<file path="src/rtl/regfile_wb_arbiter.sv">
// -----------------------------------------------------------------------------
// regfile_wb_arbiter
//
// Writeback arbiter in front of a 32x16 register file with a single write port.
// Two producers share that port:
//   - ALU path: single-cycle results. They win whenever they are accepted.
//   - mem/MAC path: variable-latency results, queued in a small FIFO. Entries
//     drain in acceptance order whenever the ALU does not claim the port.
// A starvation FSM forces one FIFO drain after STARVE_LIMIT consecutive ALU
// wins while the FIFO holds data. pending_mask shows which registers still
// have writes queued, so the issue stage can avoid RAW hazards.
//
// Optional feature: define WB_BYPASS_EN to enable the empty-FIFO bypass. With
// the bypass, a mem result goes straight to the write register when the ALU
// is idle and the FIFO is empty.
//
// Ports:
//   clk, rst                        clock, synchronous active-high reset
//   alu_valid/alu_ready             ALU result handshake
//   alu_addr/alu_data               ALU destination register and value
//   mem_valid/mem_ready             mem result handshake (FIFO input)
//   mem_addr/mem_data               mem destination register and value
//   write_en/write_addr/write_data  registered register-file write port
//   fifo_count                      current FIFO occupancy
//   pending_mask                    one bit per register targeted by a FIFO entry
// -----------------------------------------------------------------------------
module regfile_wb_arbiter #(
  parameter int DATA_WIDTH   = 16,
  parameter int ADDR_WIDTH   = 5,
  parameter int REG_DEPTH    = 32,
  parameter int FIFO_DEPTH   = 4,
  parameter int CNT_WIDTH    = 3,
  parameter int STARVE_LIMIT = 8
) (
  input  logic                  clk,
  input  logic                  rst,
  input  logic                  alu_valid,
  output logic                  alu_ready,
  input  logic [ADDR_WIDTH-1:0] alu_addr,
  input  logic [DATA_WIDTH-1:0] alu_data,
  input  logic                  mem_valid,
  output logic                  mem_ready,
  input  logic [ADDR_WIDTH-1:0] mem_addr,
  input  logic [DATA_WIDTH-1:0] mem_data,
  output logic                  write_en,
  output logic [ADDR_WIDTH-1:0] write_addr,
  output logic [DATA_WIDTH-1:0] write_data,
  output logic [CNT_WIDTH-1:0]  fifo_count,
  output logic [REG_DEPTH-1:0]  pending_mask
);

  localparam int PTR_W = $clog2(FIFO_DEPTH);
  localparam int STV_W = $clog2(STARVE_LIMIT + 1);
  localparam logic [CNT_WIDTH-1:0] FULL_CNT  = CNT_WIDTH'(FIFO_DEPTH);
  localparam logic [STV_W-1:0]     STV_LAST  = STV_W'(STARVE_LIMIT - 1);

  typedef enum logic {
    NORMAL      = 1'b0,
    FORCE_DRAIN = 1'b1
  } state_t;

  state_t               state, state_nxt;
  logic [STV_W-1:0]     starve_cnt, starve_nxt;

  logic [PTR_W-1:0]      rd_ptr, wr_ptr;
  logic [CNT_WIDTH-1:0]  count;
  logic [ADDR_WIDTH-1:0] fifo_addr [FIFO_DEPTH];
  logic [DATA_WIDTH-1:0] fifo_data [FIFO_DEPTH];

  logic fifo_empty;
  logic alu_xfer;
  logic mem_xfer;
  logic bypass;
  logic pop;
  logic push;

  assign fifo_count = count;
  assign fifo_empty = (count == '0);

  // Readiness uses only registered state. There is no same-cycle
  // pass-through when the FIFO is full.
  assign alu_ready = !rst && (state == NORMAL);
  assign mem_ready = !rst && (count < FULL_CNT);

  assign alu_xfer = alu_valid && alu_ready;
  assign mem_xfer = mem_valid && mem_ready;

`ifdef WB_BYPASS_EN
  // An idle port with an empty FIFO lets the mem result skip the queue.
  assign bypass = mem_xfer && !alu_xfer && fifo_empty;
`else
  assign bypass = 1'b0;
`endif

  // The ALU blocks only the FIFO head. In FORCE_DRAIN the ALU is held off,
  // so the head pops.
  assign pop  = !alu_xfer && !fifo_empty;
  assign push = mem_xfer && !bypass;

  // Starvation FSM: next state and counter
  always_comb begin
    state_nxt  = state;
    starve_nxt = starve_cnt;
    case (state)
      NORMAL: begin
        if (fifo_empty || pop) begin
          starve_nxt = '0;
        end else if (alu_xfer) begin
          if (starve_cnt == STV_LAST) begin
            state_nxt  = FORCE_DRAIN;
            starve_nxt = '0;
          end else begin
            starve_nxt = starve_cnt + STV_W'(1);
          end
        end
      end
      FORCE_DRAIN: begin
        state_nxt  = NORMAL;
        starve_nxt = '0;
      end
      default: begin
        state_nxt  = NORMAL;
        starve_nxt = '0;
      end
    endcase
  end

  always_ff @(posedge clk) begin
    if (rst) begin
      state      <= NORMAL;
      starve_cnt <= '0;
    end else begin
      state      <= state_nxt;
      starve_cnt <= starve_nxt;
    end
  end

  // FIFO control: pointers wrap naturally at power-of-two depth
  always_ff @(posedge clk) begin
    if (rst) begin
      rd_ptr <= '0;
      wr_ptr <= '0;
      count  <= '0;
    end else begin
      if (push) wr_ptr <= wr_ptr + PTR_W'(1);
      if (pop)  rd_ptr <= rd_ptr + PTR_W'(1);
      if (push && !pop)      count <= count + CNT_WIDTH'(1);
      else if (pop && !push) count <= count - CNT_WIDTH'(1);
    end
  end

  // FIFO storage: payload only, never reset
  always_ff @(posedge clk) begin
    if (push) begin
      fifo_addr[wr_ptr] <= mem_addr;
      fifo_data[wr_ptr] <= mem_data;
    end
  end

  // An entry is live if its distance from the read pointer is below the count
  always_comb begin
    logic [PTR_W-1:0] off;
    pending_mask = '0;
    off          = '0;
    for (int i = 0; i < FIFO_DEPTH; i++) begin
      off = PTR_W'(i) - rd_ptr;
      if (CNT_WIDTH'(off) < count) pending_mask[fifo_addr[i]] = 1'b1;
    end
  end

  // Write-port register stage: priority ALU > FIFO head > bypass
  always_ff @(posedge clk) begin
    if (rst) begin
      write_en   <= 1'b0;
      write_addr <= '0;
      write_data <= '0;
    end else begin
      write_en <= alu_xfer || pop || bypass;
      if (alu_xfer) begin
        write_addr <= alu_addr;
        write_data <= alu_data;
      end else if (pop) begin
        write_addr <= fifo_addr[rd_ptr];
        write_data <= fifo_data[rd_ptr];
      end else if (bypass) begin
        write_addr <= mem_addr;
        write_data <= mem_data;
      end
    end
  end

endmodule

</file>
<file path="config.mk">
export PLATFORM = sky130hd
export DESIGN_NAME = regfile_wb_arbiter
export DESIGN_NICKNAME = d
export VERILOG_FILES = /design/src/rtl/regfile_wb_arbiter.sv
export SDC_FILE = /design/constraint.sdc
export NUM_CORES = 1
export LEC_CHECK = 0
export BUFFER_PORTS_ARGS = -buffer_cell sky130_fd_sc_hd__buf_2
export CAP_MARGIN = 15
export CORE_MARGIN = 2
export CORE_UTILIZATION = 45
export CTS_CLUSTER_SIZE = 40
export DETAILED_ROUTE_END_ITERATION = 7
export HOLD_SLACK_MARGIN = 0.1
export PLACE_DENSITY_LB_ADDON = 0.3
export REMOVE_ABC_BUFFERS = 1
export SLEW_MARGIN = 0
export SYNTH_ARGS = -nofsm -noshare
export SYNTH_HDL_FRONTEND = slang
export SYNTH_SLANG_ARGS = --single-unit
</file>
<file path="constraint.sdc">
create_clock -name clk -period 4.2 [get_ports clk]
set_input_delay 0.84 -clock clk [delete_from_list [all_inputs] [get_ports clk]]
set_output_delay 0.84 -clock clk [all_outputs]
set_load 0.01 [all_outputs]
</file>
==> impl_results.md, run 1 <==
- Unrepaired setup endpoints after global routing: false
- Sequential share of the synthesized area: 0.564
- Area of the placeable core: approximately 13000 µm²
- Total area of multi-input combinational cells: approximately 2200 µm²
- Crit Path Class: flop to output port
- Maximum number of pins on one net before global-route repair: 27
- Number of cell rows: 41
- Final Wtd Congestion: between 0.8 and 0.9
- Wire length of the first global-routing pass: approximately 22 mm
- Endpoint arrival time on the critical path: 2.60 ns
- Count of buffers inserted at the top-level ports: approximately 100
- Sequential cell fraction of total power: 0.368
- Start point of the worst hold path: write_data[1]
- Clock tree from TritonCTS: yes
- Clock-pin slew of the registers on the worst-case setup and hold paths: around 0.05 ns
- Mean instance size in the synthesized netlist: 13.0 µm²
- Crit path time final: 3.44 ns
- Ratio of routed vias to standard cells: 5.82
- Max capacitance violation total: 0
- CP Capture Type: output port
- Critical path origin: fifo_count[1]
- Most common cell after layout, fill and taps aside: sky130_fd_sc_hd__buf_2
- Switching power: 1.24 mW
- Area Growth Syn to Fin: 21.7%
- H-tree Lvls: 4
- # diodes: 0
- Detailed-route wire length: approximately 14 mm
- Sink Count: 120
- Count of hold buffers inserted by post-cts repair: 0
- Cell-by-cell trace of the critical path: inv_1 -> ha_1 -> a21boi_1 -> o21bai_1 -> and2_1 -> a221o_1 -> buf_2
- Clock Tree Root: sky130_fd_sc_hd__clkbuf_16
- Layout cells sized above 1: 0.302
- Hold path depth: 2
- Hold/Removal Path Class: flop to flop
- Number of nets with antenna violations after detailed routing: 0
- Longest individual stage delay on the worst path: 0.52 ns
- Cell area after synthesis: between 5000 and 6000 µm²
- Maximum clock rate: 291 MHz
- Via count of the routed design: 4281
- Element type at the critical path start: flop
- Highest net fanout along the worst path: 16
- Combinational group share of total power: 0.284
- Instance count of the mapped netlist: between 400 and 500
- Fraction of registers with async set/reset: 0
- Hold violation count in the final report: 0
- Worst hold path endpoint: write_data[1]
- Storage cell area: between 3000 and 4000 µm²
- Number of flops mapped to enable cells by yosys: 84
- Commonest non-fill, non-tap cells in the layout: sky130_fd_sc_hd__buf_2 (104), sky130_fd_sc_hd__edfxtp_1 (84), sky130_fd_sc_hd__dfxtp_1 (36)
- Static Leakage: approximately 2.7 nW
- Required time at the worst-slack endpoint: about 3.4 ns
- Worst-case vdd ir drop: ~0.00037 V
- CP max-delay cell: sky130_fd_sc_hd__and2_1
- Worst-case headroom to the max-slew limit: 0.342
- Die Y: between 100 and 150 µm
- Pwr dens: roughly 600 nW/µm²
- Warning count from the yosys run: 0
- Starting density of the core: 0.458
- Worst-case clock skew: 0.00873 ns
- R2r endpoint: fifo_count[2]
- Switching share of power: 0.302
- Main flop type after synthesis: sky130_fd_sc_hd__edfxtp_1
- Global-route usage over all layers: 0.214
- Routed length per instance: 19.3 µm
- Number of buffers added for setup after CTS: 0
- Reg2Reg Depth: 8
- HPWL Detailed: between 9 and 10 mm
- Post-route clock period utilization: 0.819
- First-pass DRT Iterations: 6
- Clock buffer count from CTS: 17
- Skew-Pair Late Insertion Delay: approximately 0.40 ns
- Total power after layout: around 4 mW
- Cell internal power dissipation: between 2 and 3 mW
- Number of antenna violations at the first check in global routing: 0
- Fin. max-slew vios: 0
- Total setup violations reported at the end of the flow: 0
- Number of instances resized during post-cts repair: 0
- Distinct cells, synth: 39
- Iteration-0 DRC Markers: around 570
- Global-route congestion overflow total: 0
- Die Footprint: ~14000 µm²
- Worst setup slack for register-to-register paths: approximately 1.8 ns
- Max clock buf depth: 2
- Clock share of power: 0.348
- Synthesized flop and latch total: between 100 and 150
- Worst-Margin Slew: 0.985 ns
- Status: complete, no violations
- Number of inserted filler cells in the final layout: roughly 1000
- Total negative setup slack: 0 ns
- Horizontal die dimension: roughly 120 µm
- Final Net Count: around 610
- Number of design rule violations left after detail routing: 0
- Ports placed on the boundary: ~110
- Worst r2r src: fifo_count[0]
- Number of global-route vias before repair: around 4100
## area by class of cell
class                      count  share of cell area
clock inverter                 9              0.0175
timing repair buffer         114              0.0851
clock buffer                  23              0.0669
tap                          172              0.0308
multi-input combinational    268               0.321
inverter                      29              0.0156
sequential                   120               0.464
## kinds of logic (layout without fill, tap and decap cells)
kind of cell,count (synthesis),in the layout,share of synthesized area
mux,22,22,0.0840
xor+xnor,7,7,0.0107
flops,120,120,0.564
fa+ha+maj,11,11,0.0252
simple gates,131,131,0.118
compound gates,97,97,0.151
buf+inv,54,175,0.0474
## per-layer routing
layer  part of all wire  wire length [µm]  vias up  global-route usage
li1                   -                 -     1973                   -
met1               0.41              5860     2089               0.264
met2               0.50              7060      200               0.370
met3              0.072              1020       19              0.0510
met4              0.015               213        0              0.0737
met5                  0                 0        -                   0
## power groups by stage
| stage | clock network (mW) | registers (mW) | logic [mW] |
|---|---|---|---|
| final | 1.43 | 1.51 | 1.16 |
| after global routing | 1.50 | 1.52 | 1.27 |
| after CTS | 1.45 | 1.50 | 1.17 |
| after detailed placement | 0 | 1.53 | 1.16 |
| after global placement | 0 | 1.52 | 1.15 |
| after floorplan | 0 | 1.59 | 0.713 |
## worst max path at each step
stage / slack (ns) / end
after floorplan: 1.26 / pending_mask[16]
after global placement: 1.23 / fifo_count[2]
after detailed placement: 1.17 / fifo_count[2]
after CTS: 0.75 / pending_mask[26]
after global routing: 0.59 / pending_mask[2]
final: 0.76 / pending_mask[26]
## registers in the layout, summed over array words and instances, names as in the netlist, 2 cells and up, named ones only
signal and count:
fifo_addr 20, rd_ptr 2, wr_ptr 2, write_data 16, fifo_count 3, fifo_data 64
starve_cnt 4, write_addr 5
## cells in the mapped netlist, types with 3 or more instances
cell                        n  area share
sky130_fd_sc_hd__a21oi_1    3      0.0026
sky130_fd_sc_hd__o22ai_1   32       0.035
sky130_fd_sc_hd__clkbuf_1   4      0.0026
sky130_fd_sc_hd__buf_2     14       0.012
sky130_fd_sc_hd__nor3_1    15       0.013
sky130_fd_sc_hd__nand3_1   13       0.011
sky130_fd_sc_hd__ha_1      10       0.022
sky130_fd_sc_hd__nor2_1    35       0.023
sky130_fd_sc_hd__nand2b_1  12       0.013
sky130_fd_sc_hd__xor2_1     3      0.0046
sky130_fd_sc_hd__inv_1     29       0.019
sky130_fd_sc_hd__a221o_1   32       0.056
sky130_fd_sc_hd__and3_1     5      0.0054
sky130_fd_sc_hd__o211ai_4   4       0.015
sky130_fd_sc_hd__xnor2_1    4      0.0061
sky130_fd_sc_hd__dfxtp_1   36        0.13
sky130_fd_sc_hd__mux4_2    21       0.082
sky130_fd_sc_hd__nor2b_1   11       0.012
sky130_fd_sc_hd__edfxtp_1  84        0.44
sky130_fd_sc_hd__buf_6      7       0.014
sky130_fd_sc_hd__nand2_1   25       0.016
sky130_fd_sc_hd__a222oi_1  21       0.037
## critical path: cells and delay by family (launching register included)
kind / cells / cell delay, ns
buffers and inverters: 2 / 0.29
AO/OA/AOI/OAI: 3 / 0.56
adder cells (fa/ha/maj): 1 / 0.33
flip-flops: 1 / 0.49
AND/OR/NAND/NOR: 1 / 0.52
## through the flow
step / cell area (µm²) / utilization / cells / setup WS [ns] / hold slack [ns]
after floorplan: 5590 / - / 417 / 1.26 / 0.428
after global placement: 6410 / 0.510 / 703 / 1.23 / 0.442
after detailed placement: 6410 / 0.510 / 703 / 1.17 / 0.450
after CTS: 7000 / 0.557 / 735 / 0.754 / 0.464
after global routing: 7000 / 0.557 / 735 / 0.589 / 0.484
final: 7000 / 0.557 / 735 / 0.759 / 0.457
(Power assumes the default switching activity.)
==> run 2: changes to the inputs <==
==> constraint.sdc (replaced) <==
create_clock -name clk -period 3.5 [get_ports clk]
set_input_delay 0.7 -clock clk [delete_from_list [all_inputs] [get_ports clk]]
set_output_delay 0.7 -clock clk [all_outputs]
set_load 0.01 [all_outputs]
==> impl_results.md, run 2 (synthesis gave the netlist of run 1 again) <==
- Element type at the critical path start: flop
- Total setup violations reported at the end of the flow: 0
- Endpoint arrival time on the critical path: ~2.6 ns
- M2 GR Usage: 0.333
- Total negative setup slack: 0 ns
- R2r endpoint: fifo_count[2]
- Worst-case headroom to the max-slew limit: 0.571
- Max capacitance violation total: 0
- Global Route met3 Usage: 0.0566
- Ports placed on the boundary: approximately 110
- Number of design rule violations left after detail routing: 0
- Pwr dens: slightly below 700 nW/µm²
- Number of nets with antenna violations after detailed routing: 0
- Max clock buf depth: 2
- H-tree Lvls: 4
- Reg2Reg Depth: 8
- Clock tree from TritonCTS: yes
- Unrepaired setup endpoints after global routing: false
- Die Y: roughly 120 µm
- Crit Path Class: flop to output port
- Global-route congestion overflow total: 0
- Worst r2r src: fifo_count[2]
- Status: complete, no violations
- Number of cell rows: 41
- Final Net Count: a little over 600
- Count of buffers inserted at the top-level ports: about 100
- Number of antenna violations at the first check in global routing: 1
- Most common cell after layout, fill and taps aside: sky130_fd_sc_hd__buf_2
- Post-route clock period utilization: 0.940
- Static Leakage: roughly 2.7 nW
- Required time at the worst-slack endpoint: 2.80 ns
- Skew-Pair Late Insertion Delay: approximately 0.40 ns
- Setup slack after layout: 0.210 ns
- Global-route met1 utilization: 0.267
- Crit path time final: roughly 3.3 ns
- Hold path depth: 2
- Most flop-heavy register: fifo_data
- Routed length per instance: about 19 µm
- Starting density of the core: 0.458
- Worst hold path endpoint: write_data[5]
- Wire length of the first global-routing pass: between 20 and 25 mm
- Worst-case clock skew: about 0.009 ns
- First-pass DRT Iterations: 8
- Post-place setup slack: ~0.31 ns
- Clock buffer count from CTS: 17
- Worst-Margin Slew: ~0.64 ns
- Maximum clock rate: 304 MHz
- Start point of the worst hold path: write_data[5]
- Sink Count: 120
- Die Footprint: around 14000 µm²
- Fin. max-slew vios: 0
- Detailed-route wire length: 13.9 mm
- Hold violation count in the final report: 0
- Final Wtd Congestion: approximately 0.9
- Horizontal die dimension: around 120 µm
- Via count of the routed design: about 4300
- Layer with the highest usage after global routing: met2
- Iteration-0 DRC Markers: 568
- Hold/Removal Path Class: flop to flop
- Flip-flop count of the largest register after layout: between 60 and 70
- Ratio of routed vias to standard cells: between 5 and 6
- CP Capture Type: output port
- Biggest regs: fifo_data x64, fifo_addr x20, write_data x16
- Area Growth Syn to Fin: 21.4%
- Highest net fanout along the worst path: 16
- Maximum number of pins on one net before global-route repair: 26
- Number of global-route vias before repair: approximately 4100
- Clock-pin slew of the registers on the worst-case setup and hold paths: 0.05 ns
- # diodes: 0
- HPWL Detailed: just under 10 mm
- Commonest non-fill, non-tap cells in the layout: sky130_fd_sc_hd__buf_2 (104), sky130_fd_sc_hd__edfxtp_1 (84), sky130_fd_sc_hd__dfxtp_1 (36)
- Clock Tree Root: sky130_fd_sc_hd__clkbuf_16
- Global-route usage over all layers: 0.208
- Worst-case vdd ir drop: around 0.00042 V
- Area of the placeable core: between 10000 and 15000 µm²
- Layout cells sized above 1: 0.308
- Worst setup slack for register-to-register paths: between 1 and 1.5 ns
==> run 2: cell types whose count changed in the layout (fill, tap and decap cells not counted) <==
cell | previous run | this run
sky130_fd_sc_hd__clkbuf_1 | 4 | 3
sky130_fd_sc_hd__bufinv_16 | 3 | 0
sky130_fd_sc_hd__clkinvlp_4 | 2 | 0
sky130_fd_sc_hd__clkbuf_16 | 17 | 19
sky130_fd_sc_hd__inv_4 | 0 | 3
sky130_fd_sc_hd__nor2b_1 | 11 | 9
sky130_fd_sc_hd__clkbuf_8 | 2 | 4
sky130_fd_sc_hd__nor2b_2 | 0 | 1
sky130_fd_sc_hd__buf_4 | 10 | 9
sky130_fd_sc_hd__clkinv_1 | 2 | 1
sky130_fd_sc_hd__nor2b_4 | 0 | 1
==> run 2: through the flow <==
step / instance area (µm²) / std cells / total power [mW] / utilization / hold WS [ns]
finish: 6980 / 734 / 4.84 / 0.556 / 0.457
floorplan: 5590 / 417 / 2.77 / - / 0.428
global placement: 6400 / 702 / 3.19 / 0.509 / 0.439
CTS: 6980 / 734 / 4.87 / 0.555 / 0.460
detailed placement: 6400 / 702 / 3.22 / 0.509 / 0.447
global route: 6980 / 734 / 5.09 / 0.556 / 0.487
==> run 2: worst max-delay path by stage <==
stage | start | to
finish | fifo_count[1] | pending_mask[3]
global route | fifo_count[1] | pending_mask[12]
CTS | fifo_count[1] | pending_mask[21]
detailed placement | fifo_count[1] | pending_mask[21]
global placement | fifo_count[1] | pending_mask[16]
floorplan | fifo_count[1] | pending_mask[16]
==> run 2: repair_timing <==
action,in CTS,in global routing
resized for setup,2,1
setup buffers,0,0
endpoints found under the setup margin,24,3
hold buffers,0,0
==> run 2: per-layer routing <==
layer	up-vias	part of all wire
li1	1979	-
met1	2087	0.41
met2	212	0.47
met3	28	0.083
met4	2	0.026
met5	-	0.00051
==> run 2: report_power, final <==
| part | internal, mW | switching, mW | leakage (nW) |
|---|---|---|---|
| registers | 1.69 | 0.129 | 1.06 |
| clock network | 1.06 | 0.573 | 0.289 |
| logic | 0.586 | 0.800 | 1.38 |
==> run 2: final cells by class <==
cell class,count,area [µm²]
fill,1038,5590
clock inverter,6,32.5
timing repair buffer,113,588
clock buffer,26,542
sequential,120,3240
inverter,29,109
multi-input combinational,268,2250
tap,172,215
==> run 2: worst max-delay path, stage by stage, from the launching register on <==
cell,delay [ns]
sky130_fd_sc_hd__dfxtp_1,0.48
sky130_fd_sc_hd__inv_1,0.15
sky130_fd_sc_hd__ha_1,0.33
sky130_fd_sc_hd__a21boi_1,0.13
sky130_fd_sc_hd__o21bai_1,0.18
sky130_fd_sc_hd__and2_1,0.51
sky130_fd_sc_hd__a221o_1,0.27
sky130_fd_sc_hd__buf_2,0.13
==> run 3: changes to the inputs <==
--- a/config.mk
+++ b/config.mk
@@ -12,7 +12,7 @@
 export CTS_CLUSTER_SIZE = 40
 export DETAILED_ROUTE_END_ITERATION = 7
 export HOLD_SLACK_MARGIN = 0.1
-export PLACE_DENSITY_LB_ADDON = 0.3
+export PLACE_DENSITY = 0.72
 export REMOVE_ABC_BUFFERS = 1
 export SLEW_MARGIN = 0
 export SYNTH_ARGS = -nofsm -noshare
==> constraint.sdc (replaced) <==
create_clock -name clk -period 3.5 [get_ports clk]
set_input_delay 0.35 -clock clk [delete_from_list [all_inputs] [get_ports clk]]
set_output_delay 0.35 -clock clk [all_outputs]
set_load 0.01 [all_outputs]
==> impl_results.md, run 3 (synthesis gave the netlist of run 1 again) <==
- Clock buffer count from CTS: 17
- Most common cell after layout, fill and taps aside: sky130_fd_sc_hd__buf_2
- CP max-delay cell: sky130_fd_sc_hd__nor2b_1
- Detailed-route wire length: ~14 mm
- Commonest non-fill, non-tap cells in the layout: sky130_fd_sc_hd__buf_2 (104), sky130_fd_sc_hd__edfxtp_1 (84), sky130_fd_sc_hd__dfxtp_1 (36)
- Crit Path Class: flop to output port
- H-tree Lvls: 4
- Sink Count: 120
- Total setup violations reported at the end of the flow: 0
- Status: complete, but fails checks
- Count of buffers inserted at the top-level ports: about 100
- Wire length of the first global-routing pass: approximately 22 mm
- Number of instances resized during post-cts repair: 0
- Clock-pin slew of the registers on the worst-case setup and hold paths: roughly 0.05 ns
- Area of the placeable core: roughly 13000 µm²
- Count of hold buffers inserted by post-cts repair: 0
- Ports placed on the boundary: about 110
- Clock tree from TritonCTS: yes
- Global-route usage over all layers: 0.211
- Maximum number of pins on one net before global-route repair: 26
- Required time at the worst-slack endpoint: 3.15 ns
- Worst-case headroom to the max-slew limit: 0.202
- Worst setup slack for register-to-register paths: 1.08 ns
- Max clock buf depth: 2
- Hold violation count in the final report: 0
- Largest delay share family, worst path: simple AND/OR/NAND/NOR gates
- Number of design rule violations left after detail routing: 9
- Ratio of routed vias to standard cells: ~5.9
- Violations in the final reports: DRC
- Setup slack after layout: 0.179 ns
- Area Growth Syn to Fin: 20.3%
- Cell-by-cell trace of the critical path: inv_1 -> ha_1 -> a21oi_1 -> o21bai_1 -> nor2b_1 -> a221o_1 -> buf_2
- Critical path buffer and inverter count: 2
- Endpoint arrival time on the critical path: 2.97 ns
- Final Net Count: about 610
- Number of antenna violations at the first check in global routing: 1
- Number of nets with antenna violations after detailed routing: 0
- Worst-Margin Slew: approximately 1.2 ns
- Maximum clock rate: ~300 MHz
- Highest net fanout along the worst path: 16
- Max capacitance violation total: 0
- Worst-case clock skew: about 0.0077 ns
- Number of inserted filler cells in the final layout: roughly 1000
- Number of global-route vias before repair: 4216
- Final Wtd Congestion: approximately 1.0
- Total negative setup slack: 0 ns
- Flip-flop count of the largest register after layout: 64
- Routed length per instance: around 19 µm
- Most flop-heavy register: fifo_data
- Longest individual stage delay on the worst path: approximately 0.95 ns
- Via count of the routed design: approximately 4300
- Clock Tree Root: sky130_fd_sc_hd__clkbuf_16
- Element type at the critical path start: flop
- Iteration-0 DRC Markers: just under 600
- Worst-case vdd ir drop: ~0.00047 V
- Post-route clock period utilization: 0.949
- Die Footprint: about 14000 µm²
- CP Capture Type: output port
- Pwr dens: 676 nW/µm²
- Post-place setup slack: about 0.57 ns
- Unrepaired setup endpoints after global routing: false
- Static Leakage: around 2.7 nW
- Storage cell area: approximately 3200 µm²
- Starting density of the core: 0.458
- Skew-Pair Late Insertion Delay: about 0.40 ns
- First-pass DRT Iterations: 8
- Fin. max-slew vios: 0
- Layout cells sized above 1: 0.297
- Number of buffers added for setup after CTS: 0
- Die Y: ~120 µm
- Number of cell rows: 41
- Global-route congestion overflow total: 0
- HPWL Detailed: between 9 and 10 mm
- Hold/Removal Path Class: input pin to flop
- Horizontal die dimension: roughly 120 µm
- Crit path time final: about 3.3 ns
- Biggest regs: fifo_data x64, fifo_addr x20, write_data x16
- Total area of multi-input combinational cells: roughly 2200 µm²
## run 3: cell count changes in the layout (fill, tap and decap cells not counted)
cell	change
sky130_fd_sc_hd__inv_4	-3
sky130_fd_sc_hd__clkinv_2	+2
sky130_fd_sc_hd__diode_2	+1
sky130_fd_sc_hd__clkinv_1	-1
sky130_fd_sc_hd__nor2b_2	-1
sky130_fd_sc_hd__nor2b_4	-1
sky130_fd_sc_hd__clkbuf_8	-1
sky130_fd_sc_hd__clkbuf_16	-2
sky130_fd_sc_hd__nor2b_1	+2
sky130_fd_sc_hd__clkbuf_1	+5
## run 3: layout make-up
| cell class | count | share of cell area |
|---|---|---|
| diodes | 1 | 0.000362 |
| clock buffers | 28 | 0.0718 |
| clock inverters | 4 | 0.00289 |
| inverters | 29 | 0.0157 |
| multi-input cells | 268 | 0.324 |
| flip-flops and latches | 120 | 0.469 |
| well taps | 172 | 0.0311 |
| repair buffers | 113 | 0.0850 |
## run 3: worst paths after layout
check,from,end,depth (start not counted)
worst max-delay path,fifo_count[1],pending_mask[6],7
worst min-delay path,mem_data[6],fifo_data[2][6],1
worst max register to register,fifo_count[2],fifo_count[2],8
worst min register to register,write_data[9],write_data[9],2
## run 3: worst reg2reg max path, stage by stage, from the launching register on
cell and delay (ns):
sky130_fd_sc_hd__dfxtp_1 0.39, sky130_fd_sc_hd__nor2_1 0.37, sky130_fd_sc_hd__and2_0 0.34, sky130_fd_sc_hd__ha_1 0.23, sky130_fd_sc_hd__inv_1 0.06, sky130_fd_sc_hd__fa_1 0.38
sky130_fd_sc_hd__xor2_1 0.16, sky130_fd_sc_hd__or3_1 0.30, sky130_fd_sc_hd__a21oi_1 0.14
## run 3: power breakdown
part           leakage [nW]  internal (mW)  switching, mW
clock network         0.256          0.953          0.527
logic                  1.38          0.580          0.791
registers              1.06           1.69          0.132
## run 3: layer usage
metal  part of all wire  global-route usage  up-vias
met2               0.49               0.349      214
li1                   -                   -     1979
met3              0.077              0.0633       22
met1               0.42               0.272     2134
met4              0.017              0.0643        0
met5                  0                   0        -
## run 3: stage by stage
step	hold slack [ns]	power, mW	utilization	instances	area, µm²
after detailed placement	0.449	3.22	0.509	701	6390
after global placement	0.441	3.17	0.509	701	6390
after floorplan	0.419	2.77	-	417	5590
after CTS	0.149	4.71	0.550	733	6910
after global routing	0.156	4.92	0.550	734	6920
final	0.168	4.68	0.550	735	6920
